### src/rtl/lsu_tlb_rd_ctl.sv
// Diagnostic DTLB tag/data read controller: round-robin strand arbitration, fixed-latency read, one-cycle response.
// Optional macro LSU_TLBRD_PARCHK_EN enables capture of the selected tag/data parity error into rsp_par_err.
module lsu_tlb_rd_ctl #(
  parameter int NTHR    = 4,
  parameter int ENTRY_W = 6,
  parameter int RD_LAT  = 2
) (
  input  logic                    rclk,
  input  logic                    rst,
  input  logic [NTHR-1:0]         req_vld,
  input  logic [NTHR-1:0]         req_is_data,
  input  logic [NTHR*ENTRY_W-1:0] req_entry,
  input  logic                    tlb_busy,
  input  logic [63:0]             tlb_rd_data,
  input  logic                    tte_data_parity_error,
  input  logic                    tte_tag_parity_error,
  output logic                    tlb_rd_vld,
  output logic [ENTRY_W-1:0]      tlb_rd_entry,
  output logic                    tlb_data_rd_sel,
  output logic [NTHR-1:0]         rsp_vld,
  output logic [63:0]             rsp_data,
  output logic                    rsp_par_err,
  output logic                    ctl_busy
);

  localparam int PTR_W = (NTHR > 1) ? $clog2(NTHR) : 1;
  localparam int CNT_W = (RD_LAT > 1) ? $clog2(RD_LAT) : 1;

  typedef enum logic [1:0] {
    IDLE  = 2'd0,
    ISSUE = 2'd1,
    WAIT  = 2'd2,
    RESP  = 2'd3
  } state_e;

  state_e             state_q, state_d;
  logic [PTR_W-1:0]   ptr_q, ptr_d;
  logic [PTR_W-1:0]   gnt_id_q, gnt_id_d;
  logic               is_data_q, is_data_d;
  logic [ENTRY_W-1:0] entry_q, entry_d;
  logic [CNT_W-1:0]   cnt_q, cnt_d;
  logic               excl_q, excl_d;
  logic               rd_vld_q, rd_vld_d;
  logic [NTHR-1:0]    rsp_vld_q, rsp_vld_d;
  logic [63:0]        rsp_data_q, rsp_data_d;
  logic               busy_q, busy_d;

  logic [NTHR-1:0]    elig_s;
  logic [PTR_W-1:0]   idx_s;
  logic [PTR_W-1:0]   sel_s;
  logic               pick_s;
  logic               found_s;

`ifdef LSU_TLBRD_PARCHK_EN
  logic par_q, par_d;

  function automatic logic sel_parity(input logic is_data, input logic data_pe, input logic tag_pe);
    return is_data ? data_pe : tag_pe;
  endfunction
`else
  logic unused_par_s;
  assign unused_par_s = tte_data_parity_error ^ tte_tag_parity_error;
`endif

  // Round-robin pick: the strand just served in RESP sits out the following IDLE cycle.
  always_comb begin
    elig_s  = '0;
    idx_s   = '0;
    pick_s  = 1'b0;
    sel_s   = '0;
    found_s = 1'b0;
    for (int i = 0; i < NTHR; i++) begin
      elig_s[i] = req_vld[i] & ~(excl_q & (gnt_id_q == PTR_W'(i)));
    end
    for (int k = 0; k < NTHR; k++) begin
      idx_s   = PTR_W'((int'(ptr_q) + k) % NTHR);
      pick_s  = elig_s[idx_s] & ~found_s;
      sel_s   = pick_s ? idx_s : sel_s;
      found_s = found_s | pick_s;
    end
  end

  // Next-state and registered-output computation for the read sequence.
  always_comb begin
    state_d    = state_q;
    ptr_d      = ptr_q;
    gnt_id_d   = gnt_id_q;
    is_data_d  = is_data_q;
    entry_d    = entry_q;
    cnt_d      = cnt_q;
    excl_d     = 1'b0;
    rd_vld_d   = 1'b0;
    rsp_vld_d  = '0;
    rsp_data_d = rsp_data_q;
`ifdef LSU_TLBRD_PARCHK_EN
    par_d      = par_q;
`endif
    case (state_q)
      IDLE: begin
        if (!tlb_busy && found_s) begin
          gnt_id_d  = sel_s;
          is_data_d = req_is_data[sel_s];
          entry_d   = req_entry[int'(sel_s)*ENTRY_W +: ENTRY_W];
          ptr_d     = (sel_s == PTR_W'(NTHR-1)) ? '0 : sel_s + 1'b1;
          rd_vld_d  = 1'b1;
          state_d   = ISSUE;
        end else begin
          state_d   = IDLE;
        end
      end
      ISSUE: begin
        cnt_d   = CNT_W'(RD_LAT-1);
        state_d = WAIT;
      end
      WAIT: begin
        if (cnt_q == '0) begin
          rsp_data_d = tlb_rd_data;
`ifdef LSU_TLBRD_PARCHK_EN
          par_d      = sel_parity(is_data_q, tte_data_parity_error, tte_tag_parity_error);
`endif
          rsp_vld_d  = NTHR'(1) << gnt_id_q;
          state_d    = RESP;
        end else begin
          cnt_d      = cnt_q - 1'b1;
        end
      end
      RESP: begin
        excl_d  = 1'b1;
        state_d = IDLE;
      end
      default: begin
        state_d = IDLE;
      end
    endcase
    busy_d = (state_d != IDLE);
  end

  // State and output registers with synchronous reset.
  always_ff @(posedge rclk) begin
    if (rst) begin
      state_q    <= IDLE;
      ptr_q      <= '0;
      gnt_id_q   <= '0;
      is_data_q  <= 1'b0;
      entry_q    <= '0;
      cnt_q      <= '0;
      excl_q     <= 1'b0;
      rd_vld_q   <= 1'b0;
      rsp_vld_q  <= '0;
      rsp_data_q <= 64'h0;
      busy_q     <= 1'b0;
`ifdef LSU_TLBRD_PARCHK_EN
      par_q      <= 1'b0;
`endif
    end else begin
      state_q    <= state_d;
      ptr_q      <= ptr_d;
      gnt_id_q   <= gnt_id_d;
      is_data_q  <= is_data_d;
      entry_q    <= entry_d;
      cnt_q      <= cnt_d;
      excl_q     <= excl_d;
      rd_vld_q   <= rd_vld_d;
      rsp_vld_q  <= rsp_vld_d;
      rsp_data_q <= rsp_data_d;
      busy_q     <= busy_d;
`ifdef LSU_TLBRD_PARCHK_EN
      par_q      <= par_d;
`endif
    end
  end

  assign tlb_rd_vld      = rd_vld_q;
  assign tlb_rd_entry    = entry_q;
  assign tlb_data_rd_sel = is_data_q;
  assign rsp_vld         = rsp_vld_q;
  assign rsp_data        = rsp_data_q;
  assign ctl_busy        = busy_q;
`ifdef LSU_TLBRD_PARCHK_EN
  assign rsp_par_err     = par_q;
`else
  assign rsp_par_err     = 1'b0;
`endif

endmodule
### config.mk
export PLATFORM = sky130hd
export DESIGN_NAME = lsu_tlb_rd_ctl
export DESIGN_NICKNAME = d
export VERILOG_FILES = /design/src/rtl/lsu_tlb_rd_ctl.sv
export SDC_FILE = /design/constraint.sdc
export NUM_CORES = 1
export LEC_CHECK = 0
export CORE_MARGIN = 4
export CORE_UTILIZATION = 35
export CTS_CLUSTER_DIAMETER = 150
export CTS_CLUSTER_SIZE = 12
export DETAILED_ROUTE_END_ITERATION = 6
export PLACE_DENSITY_LB_ADDON = 0.2
export SKIP_CTS_REPAIR_TIMING = 1
export SLEW_MARGIN = 15
export SYNTH_ARGS = -nofsm -noshare
export SYNTH_HDL_FRONTEND = slang
export SYNTH_SLANG_ARGS = --single-unit
### constraint.sdc
create_clock -name rclk -period 1.8 [get_ports rclk]
set_input_delay 0.27 -clock rclk [delete_from_list [all_inputs] [get_ports rclk]]
set_output_delay 0.27 -clock rclk [all_outputs]
set_load 0.05 [all_outputs]
==> results of run 1 <==
-- synthesized netlist by cell type (2+ instances only) --
cell type  count  area (µm²)
and3b_1        2        17.5
a21oi_1       69         345
o21ai_1        6        30.0
nor4b_1        2        17.5
dfxtp_1       85        1700
ha_1           4        50.1
a2bb2oi_2      2        30.0
nand2b_1       3        18.8
inv_1          6        22.5
mux2i_1       15         150
nor2_1         9        33.8
or3b_1         2        17.5
buf_6          3        33.8
nand3b_1       2        15.0
a211oi_1       4        30.0
buf_1          4        15.0
clkbuf_1      19        71.3
a2bb2oi_1      6        52.6
o22ai_1        2        12.5
nand2_1      135         507
-- worst min path at each step --
stage / end / cells after the start
6_report: tlb_rd_entry[4] / 3
5_1_grt: tlb_rd_entry[5] / 3
4_1_cts: tlb_rd_vld / 3
3_5_place_dp: rsp_data[61] / 2
3_3_place_gp: rsp_data[56] / 2
2_1_floorplan: rsp_data[0] / 2
-- layout make-up --
class	instances	share of cell area [%]
repair buffers	212	37.4
flip-flops and latches	85	28.8
multi-input cells	278	27.1
well taps	129	2.72
clock buffers	9	2.09
clock inverters	7	1.48
inverters	6	0.380
-- per-layer routing --
metal / vias up / track usage (%)
li1: 1710 / -
met1: 1542 / 20.0
met2: 97 / 30.7
met3: 13 / 5.89
met4: 0 / 5.46
met5: - / 0
-- state kept, by name (all words and copies together), names as in the netlist --
| register | count |
|---|---|
| cnt_q | 1 |
| rsp_data | 64 |
| tlb_rd_entry | 6 |
| gnt_id_q | 2 |
| rsp_vld | 4 |
| excl_q | 1 |
| ptr_q | 2 |
| state_q | 2 |
| tlb_data_rd_sel | 1 |
| ctl_busy | 1 |
| tlb_rd_vld | 1 |
-- where the power goes --
| part | switching [mW] | leakage [nW] | total [mW] | internal, mW |
|---|---|---|---|---|
| combinational | 0.553 | 2.40 | 1.09 | 0.539 |
| clock | 0.767 | 0.102 | 1.44 | 0.676 |
| sequential | 0.0525 | 0.691 | 2.01 | 1.96 |
-- stage by stage --
step                      hold slack (ns)  instances
after global routing                0.384        726
final                               0.381        726
after global placement              0.441        703
after detailed placement            0.447        703
after floorplan                     0.406        398
after CTS                           0.417        719
-- cells by family after synthesis --
logic type	Yosys count	share of synthesized area [%]
xor+xnor	1	0.260
mux	16	4.80
fa+ha+maj	4	1.49
compound gates	96	17.5
other cells	1	0.112
flops	85	50.6
simple gates	160	20.0
buf+inv	35	5.21
-- worst max-delay path: stages (launching register included) --
cell       delay [ns]
dfxtp_4          0.37
buf_6            0.12
nor3b_4          0.27
nor2_2           0.08
a221oi_4         0.35
buf_4            0.18
buf_6            0.09
mux2i_2          0.19
a2bb2oi_1        0.18
o21ai_1          0.08
==> results_dict.tcl, run 1 <==
set metrics [dict create \
    status "finished, violations left" \
    violations "setup timing" \
    dp_slack_ns -0.848 \
    worstHoldStart "rst" \
    fin_crit_ns 2.02 \
    finalPower_mw 4.55 \
    drc_errors 0 \
    fin_ws_ns -0.216 \
    drt-pass1-iter-count 4 \
    core_area_mm2 0.00928 \
    ios 179 \
    top_layer "met4" \
    dieArea_mm2 0.0112 \
    ys_seq_elements 85 \
    powerDensity_mw_per_mm2 767 \
    min_path_type "in2reg" \
    synth-async-reset-ratio_pct 0 \
    ys_seq_area_share_pct 50.6 \
    die_h_um 106 \
    hold_viol 0 \
    multi_input_area_mm2 0.00161 \
    grt_max_degree 79 \
    place_congestion 0.851 \
    area_growth_pct 76.2 \
    r2r-end "tlb_rd_entry[5]" \
    fin_area_mm2 0.00593 \
    dr_total_vias 3362 \
    seq_area_mm2 0.00171 \
    cts_sinks 85 \
    leakage_nw 3.19 \
    syn_avg_cell_area_um2 8.45 \
    critPathMaxFanout 5 \
    gr-total-overflow 0 \
    cts_tree "built" \
    fmax_ghz 0.496 \
    final_util_pct 63.8 \
    clk_latency_ns 0.35 \
    clkTransAtPathRegs_ns 0.09 \
    synth_nets 503 \
    r2r_slack_ns -0.22 \
    arrival_ns 2.26 \
    route.met3.wl_um 722 \
    finalSetupTns_ns -1.41 \
    crit_path_end "tlb_rd_entry[5]" \
    yosys_warnings 0 \
    path_class "reg2reg" \
    rows 35 \
    drive_gt1_share_pct 16.4 \
    rsz0062_at_grt "true" \
    final_common_cell "nand2_1" \
    antenna_found_initial 0 \
    period_share_pct 112 \
    synth_cells 398 \
    tightest_slew_ns 0.534 \
    root_buffer "clkbuf_8" \
    fillers 801 \
    maxSlewViolCount 0 \
    htreeDepth 3 \
    reg2reg_from "gnt_id_q[1]" \
    ys.flop_type "dfxtp_1" \
    place_area_mm2 0.00539 \
    worstSetupStartpointType "flip-flop" \
    synth_cell_type_count 38 \
    clockBufferDepth 2 \
    startpoint "gnt_id_q[1]" \
    syn_area_mm2 0.00336 \
    place_hpwl_mm 7.31 \
    critPathRequiredTime_ns 2.04 \
    via_per_inst 4.63 \
    start_util_pct 36.2 \
    synth-edff-count 0 \
    drt-total-wl_mm 10.3 \
    crit_path_end_kind "flip-flop" \
    ir_drop_mv 0.406 \
    setup_violations 9 \
    dieWidth_um 106 \
    portBuffers 175 \
    drv_cap 0 \
    rr_worst_depth 9 \
    grt_pass1_vias 3341 \
    grt_usage_pct 17.5 \
    cts_buffers 9 \
    finalNetCount 697 \
    maxSlewHeadroom_pct 64.4 \
    antenna_cells 0 \
    most-common-layout-cells "133 x nand2_1, 99 x clkdlybuf4s50_1, 83 x dfxtp_1" \
    wl_per_cell_um 14.2 \
    drtIter0Drc 83 \
    final_antenna_net_count 0 \
    grt_pass1_wl_mm 16.1 \
    wirelength_met1_mm 4.14 \
    skew_ns 0.00999 \
    dr_wl_met2_mm 5.29 \
]
No activity file was read; power rests on OpenSTA's default activity.
==> inputs of run 2 (changes only) <==
- CORE_ASPECT_RATIO: unset -> 1.4
==> run 2 against run 1 <==
  * The run still ends with setup timing left
  * Global-route usage is 0.42 points lower
  * Total power grew 7.4%
  * Core utilization decreased by 4.2 points
  * Register-to-register slack gained 0.12 ns
  * Critical endpoint is now tlb_rd_entry[1]
  * Largest cell class unchanged
  * Highest routed layer unchanged
==> results_dict.tcl, run 2 (synthesized netlist as in run 1, its figures left out) <==
set metrics [dict create \
    status "finished, violations left" \
    violations "setup timing" \
    crit_buf_inv 1 \
    seq_area_mm2 0.00170 \
    crit_path_end_kind "flip-flop" \
    dp_slack_ns -0.414 \
    place_hpwl_mm 7.50 \
    drv_cap 0 \
    wl_per_cell_um 14.4 \
    skew_ns 0.00431 \
    clkTransAtPathRegs_ns 0.06 \
    finalNetCount 680 \
    maxSlewHeadroom_pct 64.2 \
    critPathMaxFanout 14 \
    powerDensity_mw_per_mm2 871 \
    clockBufferDepth 2 \
    final_util_pct 59.6 \
    final_antenna_net_count 0 \
    ir_drop_mv 0.559 \
    largest_reg_flops 64 \
    fin_area_mm2 0.00561 \
    drt-total-wl_mm 9.93 \
    drc_errors 0 \
    grt_pass1_wl_mm 15.4 \
    grt_usage_pct 17.1 \
    grt_max_degree 47 \
    path_cells "and3b_2, o311ai_1, a221oi_2, buf_12, mux2i_1, a2bb2oi_1, o21ai_1" \
    final_common_cell "clkdlybuf4s50_1" \
    period_share_pct 105 \
    place_congestion 0.815 \
    min_path_type "reg2reg" \
    most-common-layout-cells "147 x clkdlybuf4s50_1, 135 x nand2_1, 83 x dfxtp_1" \
    dieWidth_um 90.8 \
    die_h_um 124 \
    core_area_mm2 0.00941 \
    multi_input_area_mm2 0.00151 \
    start_util_pct 35.8 \
    reg2reg_from "gnt_id_q[0]" \
    rows 42 \
    setup_violations 7 \
    gr-total-overflow 0 \
    worstHoldStart "rsp_data[6]" \
    maxSlewViolCount 0 \
    ios 179 \
    area_growth_pct 66.7 \
    dieArea_mm2 0.0113 \
    place_area_mm2 0.00526 \
    cts_tree "built" \
    htreeDepth 3 \
    cts_buffers 9 \
    portBuffers 175 \
    critPathTopFamily "compound AO/OA/AOI/OAI gates" \
    cts_sinks 85 \
    tightest_slew_ns 0.537 \
    clk_latency_ns 0.33 \
    hold_viol 0 \
    arrival_ns 2.11 \
    leakage_nw 2.24 \
    via_per_inst 4.81 \
    fmax_ghz 0.528 \
    grt_busiest_layer "met2" \
    grt_pass1_vias 3207 \
    fin_ws_ns -0.0923 \
    grt_use_met2_pct 31.8 \
    antenna_found_initial 1 \
    use_met3_pct 4.65 \
    root_buffer "clkbuf_16" \
    drive_gt1_share_pct 11.6 \
    dr_total_vias 3326 \
    drtIter0Drc 108 \
    path_class "reg2reg" \
    fillers 846 \
    fin_crit_ns 1.89 \
    startpoint "gnt_id_q[0]" \
    critPathRequiredTime_ns 2.01 \
    slowest_delay_ns 0.36 \
    worstSetupStartpointType "flip-flop" \
    drt-pass1-iter-count 5 \
    rsz0062_at_grt "true" \
    met1_usage_pct 17.4 \
    critPathSlowestCell "dfxtp_2" \
]
[run 2: changes by cell type in the layout (fill, tap and decap cells not counted), moves of 3 or more]
cell | before | now
clkbuf_8 | 9 | 1
buf_6 | 5 | 0
inv_8 | 3 | 0
clkdlybuf4s50_1 | 99 | 147
dlymetal6s2s_1 | 60 | 11
buf_4 | 42 | 33
clkbuf_16 | 0 | 9
[run 2: area by class of cell]
cell class | count | share of cell area, %
Timing Repair Buffer | 195 | 34.3
Sequential cell | 85 | 30.4
Multi-Input combinational cell | 278 | 26.9
Clock buffer | 10 | 4.26
Tap cell | 110 | 2.46
Clock inverter | 6 | 1.23
Inverter | 6 | 0.402
Antenna cell | 1 | 0.0446
[run 2: power breakdown]
group | total, mW | leakage [nW] | internal [mW] | switching, mW
clock network | 1.88 | 0.150 | 1.13 | 0.759
logic | 0.989 | 1.40 | 0.472 | 0.516
registers | 2.01 | 0.691 | 1.96 | 0.0465
[run 2: metrics by stage]
| step | power (mW) | hold WS (ns) | setup TNS (ns) | cells |
|---|---|---|---|---|
| 2_1_floorplan | 2.61 | 0.406 | 0 | 398 |
| 3_3_place_gp | 3.04 | 0.441 | -3.32 | 674 |
| 3_5_place_dp | 3.05 | 0.446 | -3.69 | 674 |
| 4_1_cts | 4.94 | 0.456 | -0.832 | 690 |
| 5_1_grt | 5.08 | 0.468 | -1.49 | 691 |
| 6_report | 4.88 | 0.452 | -0.293 | 691 |
[run 2: per-layer routing]
| metal | vias to the layer above | share of wire [%] |
|---|---|---|
| met3 | 26 | 5.2 |
| li1 | 1681 | - |
| met4 | 0 | 4.4 |
| met5 | - | 0 |
| met1 | 1511 | 36 |
| met2 | 108 | 54 |
[run 2: worst paths after layout]
kind | slack, ns | to | depth (start not counted)
max | -0.09 | tlb_rd_entry[1] | 7
min | 0.45 | rsp_data[6] | 2
max reg2reg | -0.09 | tlb_rd_entry[1] | 7
min reg2reg | 0.45 | rsp_data[6] | 2
[run 2: worst register-to-register path: stages, from the launching register on]
cell and delay [ns]:
dfxtp_2 0.36, and3b_2 0.29, o311ai_1 0.11, a221oi_2 0.33, buf_12 0.20, mux2i_1 0.23, a2bb2oi_1 0.17, o21ai_1 0.09
==> inputs of run 3 (changes only) <==
- MAX_ROUTING_LAYER: unset -> met4
- TNS_END_PERCENT: unset -> 30
==> run 3 against run 2 <==
  * The flow still finishes with violations (setup timing)
  * Core utilization about the same
  * Design area barely moved
  * Largest power group unchanged
  * Critical path depth unchanged
  * Global-route usage up 0.49 points
  * Critical path type unchanged
  * Combinational power barely moved
  * Die area unchanged
  * Via count increased by 0.60%
  * Total power is 0.19% lower
  * Sequential power about the same
  * Critical endpoint unchanged
  * Clock power hardly changed
==> results_dict.tcl, run 3 (synthesized netlist as in run 1, its figures left out) <==
set metrics [dict create \
    final_util_pct 59.6 \
    clockBufferDepth 2 \
    portBuffers 175 \
    fillers 845 \
    leakage_nw 2.23 \
    worstHoldStart "rsp_data[6]" \
    clkTransAtPathRegs_ns 0.06 \
    wl_per_cell_um 14.4 \
    cts_buffers 9 \
    drv_cap 0 \
    final_common_cell "clkdlybuf4s50_1" \
    maxSlewViolCount 0 \
    place_area_mm2 0.00526 \
    place_hpwl_mm 7.50 \
    slowest_delay_ns 0.38 \
    area_growth_pct 66.6 \
    tightest_slew_ns 0.537 \
    finalNetCount 680 \
    place_congestion 0.827 \
    fin_ws_ns -0.0923 \
    dieWidth_um 90.8 \
    min_path_type "reg2reg" \
    most-common-layout-cells "148 x clkdlybuf4s50_1, 135 x nand2_1, 83 x dfxtp_1" \
    gr-total-overflow 0 \
    hold_ws_ns 0.452 \
    clk_latency_ns 0.33 \
    period_share_pct 105 \
    powerDensity_mw_per_mm2 870 \
    critPathTopFamily "compound AO/OA/AOI/OAI gates" \
    critPathRequiredTime_ns 2.01 \
    drive_gt1_share_pct 11.6 \
    grt_max_degree 47 \
    antenna_found_initial 1 \
    skew_ns 0.00418 \
    cts_tree "built" \
    critPathSlowestCell "dfxtp_1" \
    critPathMaxFanout 14 \
    fin_cells 691 \
    rows 42 \
    start_util_pct 35.8 \
    path_class "reg2reg" \
    cts_sinks 85 \
    htreeDepth 3 \
    dieArea_mm2 0.0113 \
    fin_area_mm2 0.00560 \
    grt_pass1_vias 3211 \
    rsz0062_at_grt "true" \
    finalSetupTns_ns -0.292 \
    arrival_ns 2.10 \
    status "finished, violations left" \
    drt-total-wl_mm 9.94 \
    grt_pass1_wl_mm 15.4 \
    worstSetupStartpointType "flip-flop" \
    drt-pass1-iter-count 4 \
    seq_area_mm2 0.00170 \
    ir_drop_mv 0.557 \
    final_antenna_net_count 0 \
    maxSlewHeadroom_pct 64.1 \
    fmax_ghz 0.528 \
    drtIter0Drc 131 \
    ios 179 \
    violations "setup timing" \
    path_cells "nor3b_4, nor2_1, a221oi_2, buf_12, mux2i_1, a2bb2oi_1, o21ai_1" \
    die_h_um 124 \
    multi_input_area_mm2 0.00151 \
    via_per_inst 4.84 \
    setup_violations 7 \
    drc_errors 0 \
    reg2reg_from "excl_q" \
    grt_usage_pct 17.5 \
    crit_path_end_kind "flip-flop" \
    crit_buf_inv 1 \
    core_area_mm2 0.00941 \
    startpoint "excl_q" \
    root_buffer "clkbuf_16" \
    largest_reg_flops 64 \
    place_inst 674 \
    hold_viol 0 \
    dr_total_vias 3346 \
    fin_crit_ns 1.89 \
]
run 3: worst paths after layout:
| path | endpoint | slack, ns | depth (start not counted) |
|---|---|---|---|
| max | tlb_rd_entry[1] | -0.09 | 7 |
| min | rsp_data[6] | 0.45 | 2 |
| max reg2reg | tlb_rd_entry[1] | -0.09 | 7 |
| min reg2reg | rsp_data[6] | 0.45 | 2 |
run 3: per-layer routing:
metal  part of all wire (%)  wire (µm)  GRT usage, %
met4                    4.1        405          9.15
met1                     36       3600          17.5
met5                      0          0             -
met3                    5.2        521          4.47
met2                     54       5410          31.8
run 3: power breakdown:
group          switching [mW]  internal [mW]
logic                   0.516          0.472
clock network           0.751           1.12
registers              0.0465           1.96
run 3: area by class of cell:
cell class / count / share of cell area [%]
multi-input cells: 278 / 26.9
well taps: 110 / 2.46
clock inverters: 6 / 1.23
repair buffers: 195 / 34.3
diodes: 1 / 0.0447
inverters: 6 / 0.402
clock buffers: 10 / 4.27
flip-flops and latches: 85 / 30.4
run 3: worst reg2reg max path, stage by stage, from the launching register on:
cell	delay [ns]
dfxtp_1	0.38
nor3b_4	0.28
nor2_1	0.10
a221oi_2	0.35
buf_12	0.20
mux2i_1	0.23
a2bb2oi_1	0.17
o21ai_1	0.09
run 3: through the flow:
step | worst slack [ns] | total power [mW]
finish | -0.0923 | 4.87
detailed placement | -0.414 | 3.05
floorplan | 0.0220 | 2.61
CTS | -0.163 | 4.94
global placement | -0.374 | 3.04
global route | -0.225 | 5.08
